[src/rtl/bus_arbiter_2x1.sv]
// Two-master to one-slave bus arbiter: fetch (m0) and data (m1) share one slave port.
// Grant is held until the slave completes, the master abandons, or the watchdog fault-completes.
module bus_arbiter_2x1 #(
   parameter bit          FIXED_PRIO     = 1'b0,
   parameter int unsigned TIMEOUT_CYCLES = 256,
   parameter logic [31:0] FAULT_DATA     = 32'hDEAD_BEEF
) (
   input  logic        clk_i,
   input  logic        rst_ni,
   input  logic        m0_valid,
   input  logic [31:0] m0_addr,
   input  logic [31:0] m0_write_data,
   input  logic [3:0]  m0_wstrb,
   input  logic        m0_instr,
   output logic        m0_ready,
   output logic [31:0] m0_read_data,
   input  logic        m1_valid,
   input  logic [31:0] m1_addr,
   input  logic [31:0] m1_write_data,
   input  logic [3:0]  m1_wstrb,
   input  logic        m1_instr,
   output logic        m1_ready,
   output logic [31:0] m1_read_data,
   output logic        s_valid,
   output logic [31:0] s_addr,
   output logic [31:0] s_write_data,
   output logic [3:0]  s_wstrb,
   output logic        s_instr,
   input  logic        s_ready,
   input  logic [31:0] s_read_data,
   output logic [1:0]  grant_o,
   output logic        timeout_o
);

   localparam logic [1:0] ST_IDLE   = 2'd0;
   localparam logic [1:0] ST_GRANT0 = 2'd1;
   localparam logic [1:0] ST_GRANT1 = 2'd2;

   localparam bit         WDOG_EN   = (TIMEOUT_CYCLES != 0);
   localparam logic [8:0] WDOG_LAST = 9'(TIMEOUT_CYCLES - 1);

   logic [1:0]  state_r;
   logic [1:0]  state_nxt_s;
   logic        last_served_r;      // 1'b1 = m1 served last
   logic        last_served_nxt_s;
   logic [8:0]  wdog_r;
   logic [8:0]  wdog_nxt_s;
   logic        gnt0_s;
   logic        gnt1_s;
   logic        gnt_valid_s;
   logic        timeout_hit_s;
   logic [31:0] resp_data_s;

   assign gnt0_s        = (state_r == ST_GRANT0);
   assign gnt1_s        = (state_r == ST_GRANT1);
   assign gnt_valid_s   = (gnt0_s & m0_valid) | (gnt1_s & m1_valid);
   // A slave response in the last watchdog cycle takes precedence over the fault.
   assign timeout_hit_s = WDOG_EN & gnt_valid_s & ~s_ready & (wdog_r == WDOG_LAST);
   assign resp_data_s   = timeout_hit_s ? FAULT_DATA : s_read_data;

   // Request path: forward the granted master's request to the slave.
   always_comb begin
      s_addr       = 32'h0;
      s_write_data = 32'h0;
      s_wstrb      = 4'h0;
      s_instr      = 1'b0;
      if (gnt0_s) begin
         s_addr       = m0_addr;
         s_write_data = m0_write_data;
         s_wstrb      = m0_wstrb;
         s_instr      = m0_instr;
      end else if (gnt1_s) begin
         s_addr       = m1_addr;
         s_write_data = m1_write_data;
         s_wstrb      = m1_wstrb;
         s_instr      = m1_instr;
      end else begin
         s_addr       = 32'h0;
         s_write_data = 32'h0;
         s_wstrb      = 4'h0;
         s_instr      = 1'b0;
      end
   end

   assign s_valid      = gnt_valid_s & ~timeout_hit_s;
   assign m0_ready     = gnt0_s & (s_ready | timeout_hit_s);
   assign m1_ready     = gnt1_s & (s_ready | timeout_hit_s);
   assign m0_read_data = gnt0_s ? resp_data_s : 32'h0;
   assign m1_read_data = gnt1_s ? resp_data_s : 32'h0;
   assign grant_o      = {gnt1_s, gnt0_s};
   assign timeout_o    = timeout_hit_s;

   // Arbitration, completion/abandon handling and watchdog next-state logic.
   always_comb begin
      state_nxt_s       = state_r;
      last_served_nxt_s = last_served_r;
      wdog_nxt_s        = wdog_r;
      case (state_r)
         ST_IDLE: begin
            wdog_nxt_s = 9'd0;
            if (m0_valid && m1_valid) begin
               if (FIXED_PRIO || last_served_r) begin
                  state_nxt_s = ST_GRANT0;
               end else begin
                  state_nxt_s = ST_GRANT1;
               end
            end else if (m0_valid) begin
               state_nxt_s = ST_GRANT0;
            end else if (m1_valid) begin
               state_nxt_s = ST_GRANT1;
            end else begin
               state_nxt_s = ST_IDLE;
            end
         end
         ST_GRANT0, ST_GRANT1: begin
            if (!gnt_valid_s) begin
               state_nxt_s = ST_IDLE;
            end else if (s_ready || timeout_hit_s) begin
               state_nxt_s       = ST_IDLE;
               last_served_nxt_s = gnt1_s;
            end else begin
               wdog_nxt_s = wdog_r + 9'd1;
            end
         end
         default: begin
            state_nxt_s = ST_IDLE;
            wdog_nxt_s  = 9'd0;
         end
      endcase
   end

   // State registers; reset leaves m1 as last served so m0 wins the first tie.
   always_ff @(posedge clk_i or negedge rst_ni) begin
      if (!rst_ni) begin
         state_r       <= ST_IDLE;
         last_served_r <= 1'b1;
         wdog_r        <= 9'd0;
      end else begin
         state_r       <= state_nxt_s;
         last_served_r <= last_served_nxt_s;
         wdog_r        <= wdog_nxt_s;
      end
   end

endmodule

[config.mk]
export PLATFORM = sky130hd
export DESIGN_NAME = bus_arbiter_2x1
export DESIGN_NICKNAME = d
export VERILOG_FILES = /design/src/rtl/bus_arbiter_2x1.sv
export SDC_FILE = /design/constraint.sdc
export NUM_CORES = 1
export LEC_CHECK = 0
export ABC_AREA = 1
export CORE_AREA = 2 2 121 123
export CTS_CLUSTER_DIAMETER = 200
export DETAILED_ROUTE_END_ITERATION = 8
export DIE_AREA = 0 0 123 125
export MAX_ROUTING_LAYER = met4
export SYNTH_ARGS = -nofsm -noshare
export SYNTH_HDL_FRONTEND = slang
export SYNTH_SLANG_ARGS = --single-unit
export TNS_END_PERCENT = 100
[constraint.sdc]
create_clock -name clk_i -period 4 [get_ports clk_i]
set_clock_uncertainty 0.05 [all_clocks]
set_input_delay 0.8 -clock clk_i [delete_from_list [all_inputs] [get_ports clk_i]]
set_output_delay 0.8 -clock clk_i [all_outputs]
set_load 0.01 [all_outputs]
Word level (Yosys, flattened, before mapping):

Cells that the tools add are included.

* reductions and logical operators: 6
* muxes and demuxes: 21
* add/subtract/negate cells: 1
* eq/ne operators: 6
* bitwise operators: 11

Operator list (count)
* 2-to-1 mux 32 bit: 7
* 2-to-1 mux 9 bit: 3
* 2-to-1 mux 2 bit: 6
* adder 9 x 1 -> 9 bit, second input constant: 1
* equality test 9 x 8 -> 1 bit, second input constant: 1
* 2-to-1 mux 4 bit: 2
* bitwise AND 1 bit: 7
* != test 2 bit, second input constant: 2
* one-hot mux 2 bit (2 select lines): 1
* != test 3 bit, second input constant: 1
* AND reduction 3 bit: 1
* equality test 2 x 1 -> 1 bit, second input constant: 1
* equality test 2 bit, second input constant: 1
* logical NOT 2 bit: 1
* 2-to-1 mux 1 bit: 2
* NOT 1 bit: 2
* OR 1 bit: 2
* AND reduction 2 bit: 1
* OR reduction 2 bit: 1
* logical AND 1 bit: 1
* logical OR 1 bit: 1

* output and inout bits: 139
* word-level logic and storage cells: 48
* flip-flop bits (word level): 12
* input port bits: 175

Depth between registers and ports, before layout:

* word-level depth: 9
* mapped depth: 11
* depth with buffers taken out: 11

Least setup slack after synthesis:

No wires, ideal clock.

* path kind: register to output
* start point: register wdog_r[0]
* end point: output port m0_read_data[29]
* arrival time: 1.612 ns
* buffers on the path: 1
* setup slack: 1.538 ns
* stages on the path, launching flop included: 9
* data required time: 3.150 ns
* cells stage by stage: dfrtp_1 ha_1 nand3_1 nor2_1 ha_1 nand3_4 inv_2 buf_4 nor3_1

* word-level cells in the longest chain between the ends: 4

Ends and longest elaborated chain
* from (decl): RTL line 46 `logic [8:0] wdog_r;`
* from (signal assigned): RTL line 141 `wdog_r <= wdog_nxt_s;`
* equality test 9 x 8 -> 1 bit: RTL line 58 `assign timeout_hit_s = WDOG_EN & gnt_valid_s & ~s_ready & (wdog_r == WDOG_LAST);`
* bitwise AND 1 bit: RTL line 58
* via timeout_o: RTL line 32 `output logic timeout_o`
* 2-to-1 mux 32 bit: RTL line 59 `assign resp_data_s = timeout_hit_s ? FAULT_DATA : s_read_data;`
* 2-to-1 mux 32 bit: RTL line 88 `assign m0_read_data = gnt0_s ? resp_data_s : 32'h0;`
* to (decl): RTL line 16 `output logic [31:0] m0_read_data,`

The timed path passes the listed nets, and every way through them passes these cells.

Worst setup path after layout:

* start point: input port m1_valid
* end point: output port m1_read_data[1]

* word-level cells in the longest chain between the ends: 6

Ends and longest elaborated chain
* from (decl): RTL line 17 `input logic m1_valid,`
* bitwise AND 1 bit: RTL line 56 `assign gnt_valid_s = (gnt0_s & m0_valid) | (gnt1_s & m1_valid);`
* OR 1 bit: RTL line 56
* bitwise AND 1 bit (2 in series): RTL line 58
* 2-to-1 mux 32 bit: RTL line 59
* 2-to-1 mux 32 bit: RTL line 89 `assign m1_read_data = gnt1_s ? resp_data_s : 32'h0;`
* to (decl): RTL line 23 `output logic [31:0] m1_read_data,`

Every way passes these cells.

==> run_results.csv <==
group,metric,value,unit
die,die-area,0.0154,mm^2
finish,final_common_cell,"clkdlybuf4s50_1",
routing,drt-total-wl,12500,um
die,ios,314,
routing,first_iter_violations,161,
finish,fillers,1516,
setup_path,r2r_slack,2.11,ns
cts,clk_latency,0.24,ns
sta,fmax,276,MHz
finish,drive_gt1_frac,0.0459,
placed_design,dpl_worst_slack,0.475,ns
job,maxCapViolCount,0,
setup_path,cp-end-kind,"output pin",
global_route,grtUsageTotal,0.150,
cts,cts_tree,"built",
cts,cts-resized-gates,0,
die,initial_utilization,0.163,
synthesis,syn_inst,451,
cts,cts.sinks,12,
routing,wire_per_inst,13.5,um
cts,cts_root_buf,"clkbuf_16",
cts,clock_path_buffers,2,
global_route,grt_pass1_vias,3351,
global_route,grt_pass1_wl,18100,um
synthesis,yosysSeqAreaShare,0.130,
finish,nets,921,
synthesis,syn_area,0.00232,mm^2
placed_design,port_buffers,313,
sta,slew_viol_final,0,
finish,syn_to_final_growth,144,%
sta,fin_tns_setup,0,ns
power,power_density,365,mW/mm^2
power,irDropWorstVdd,0.156,mV
sta,grt_setup_unrepaired,"false",
die,core-area,0.0142,mm^2
die,row_count,44,
synthesis,synth_seq_cells,12,
placed_design,globalplace.congestion,0.767,
setup_path,critPathLaunchType,"input port",
setup_path,critPathMaxFanout,48,
sta,report.final.hold_viol_count,0,
synthesis,syn_avg_cell_area,5.15,um^2
finish,mostFrequentLayoutCells,"clkdlybuf4s50_1, nand2_1, nand3_1",
setup_path,cp.arrival,2.77,ns
global_route,grt_overflow,0,
routing,first_pass_iters,5,
routing,vias,3791,
synthesis,ys.warnings.count,0,
finish,final_cell_area,0.00567,mm^2
routing,vias_per_cell,4.10,
setup_path,path_class,"in2out",
power,p_leak,2.51,nW
cts,path_clk_slew,0.04,ns
sta,setup_viol,0,
cts,cts_hold_buffers,0,
status,status,"complete, no violations",
setup_path,cp.required,3.15,ns
cts,postCtsSetupBuffers,0,
sta,fin_crit,3.62,ns
sta,final.period_utilization,0.906,
synthesis,synthDistinctLibCells,28,
synthesis,syn-num-nets,631,
placed_design,hpwl,9820,um
finish,antenna_cells,0,
sta,worst_pin_slew,0.746,ns
global_route,grt_max_degree,71,
routing,drc,0,
placed_design,placed_area,0.00559,mm^2
sta,setup_slack,0.377,ns
cts,cts_htree_levels,1,
die,dieHeight,125,um
cts,cts_inserted_buffers,3,
hold_path,hold_class,"reg2reg",
routing,postRouteAntennaNets,0,
global_route,antenna_found_initial,0,
sta,slew_headroom,0.503,
die,die_w,123,um
-- cell usage after synthesis --
| library cell | instances | share of area |
|---|---|---|
| nand2_4 | 1 | 0.0048 |
| dfstp_2 | 1 | 0.011 |
| a211oi_1 | 1 | 0.0032 |
| o21bai_1 | 1 | 0.0032 |
| nor3_1 | 16 | 0.034 |
| inv_1 | 50 | 0.081 |
| clkinv_1 | 1 | 0.0016 |
| o211ai_1 | 1 | 0.0032 |
| nand3_2 | 1 | 0.0043 |
| buf_1 | 5 | 0.0081 |
| a21oi_1 | 39 | 0.084 |
| a21oi_2 | 9 | 0.034 |
| buf_6 | 2 | 0.0097 |
| buf_4 | 3 | 0.0097 |
| nand3_4 | 1 | 0.0075 |
| nand2_1 | 172 | 0.28 |
| inv_2 | 2 | 0.0032 |
| nand2_2 | 2 | 0.0054 |
| nand4_1 | 3 | 0.0081 |
| dfrtp_1 | 11 | 0.12 |
| xor2_1 | 1 | 0.0038 |
| nor2_1 | 9 | 0.015 |
| o21ai_0 | 8 | 0.017 |
| clkbuf_1 | 9 | 0.015 |
| buf_2 | 19 | 0.041 |
| nand3_1 | 77 | 0.17 |
| ha_1 | 5 | 0.027 |
| nor2_2 | 1 | 0.0027 |
-- layer usage --
metal	part of all wire	vias up	GRT usage
met2	0.50	170	0.269
li1	-	2008	-
met1	0.41	1609	0.178
met3	0.087	4	0.0274
met4	0.0030	0	0.0147
met5	0	-	-
-- cell families after synthesis --
kind of cell / after synthesis / synth area share
buffers and inverters: 91 / 0.169
adders and majority gates: 5 / 0.0269
and+or+nand+nor: 283 / 0.526
DFF: 12 / 0.130
xor gates and xnor gates: 1 / 0.00377
AOI/OAI and AO/OA: 59 / 0.145
-- state kept, by name (all words and copies together), names as in the netlist --
signal and count:
last_served_r 1, state_r 2, wdog_r 9
-- final cells by class --
class                   count  area [um^2]  area share
repair buffers            323         3220       0.568
well taps                 184          230      0.0406
inverters                  53          200      0.0353
flip-flops and latches     12          302      0.0532
clock buffers               4         78.8      0.0139
multi-input cells         348         1630       0.288
-- worst max-delay path, stage by stage --
cell and delay, ns:
clkdlybuf4s50_1 0.53, nand2_2 0.08, nand2_4 0.10, nand3_4 0.07, buf_4 0.30, a21oi_1 0.19, clkdlybuf4s50_1 0.66
-- worst paths after layout --
check	depth (start not counted)	endpoint	startpoint
max	7	m1_read_data[1]	m1_valid
min	2	last_served_r	last_served_r
min in group asynchronous	1	wdog_r[3]	rst_ni
max reg2reg	9	wdog_r[5]	wdog_r[0]
min reg2reg	2	last_served_r	last_served_r
max in group asynchronous	1	last_served_r	rst_ni
-- through the flow --
stage / std cells / hold slack [ns] / total power [W] / util
4_1_cts: 924 / 0.460 / 0.00209 / 0.399
6_report: 924 / 0.458 / 0.00207 / 0.399
3_5_place_dp: 920 / 0.450 / 0.00190 / 0.393
2_1_floorplan: 451 / 0.417 / 0.000908 / -
3_3_place_gp: 920 / 0.450 / 0.00191 / 0.393
5_1_grt: 924 / 0.479 / 0.00223 / 0.399
-- report_power, final --
part | internal [W] | total (W) | leakage [nW] | switching (W)
Sequential | 0.000138 | 0.000147 | 0.162 | 0.00000916
Clock | 0.000134 | 0.000182 | 0.0382 | 0.0000485
Combinational | 0.000901 | 0.00174 | 2.31 | 0.000839
Note: power is estimated with default switching activity, not from simulation.
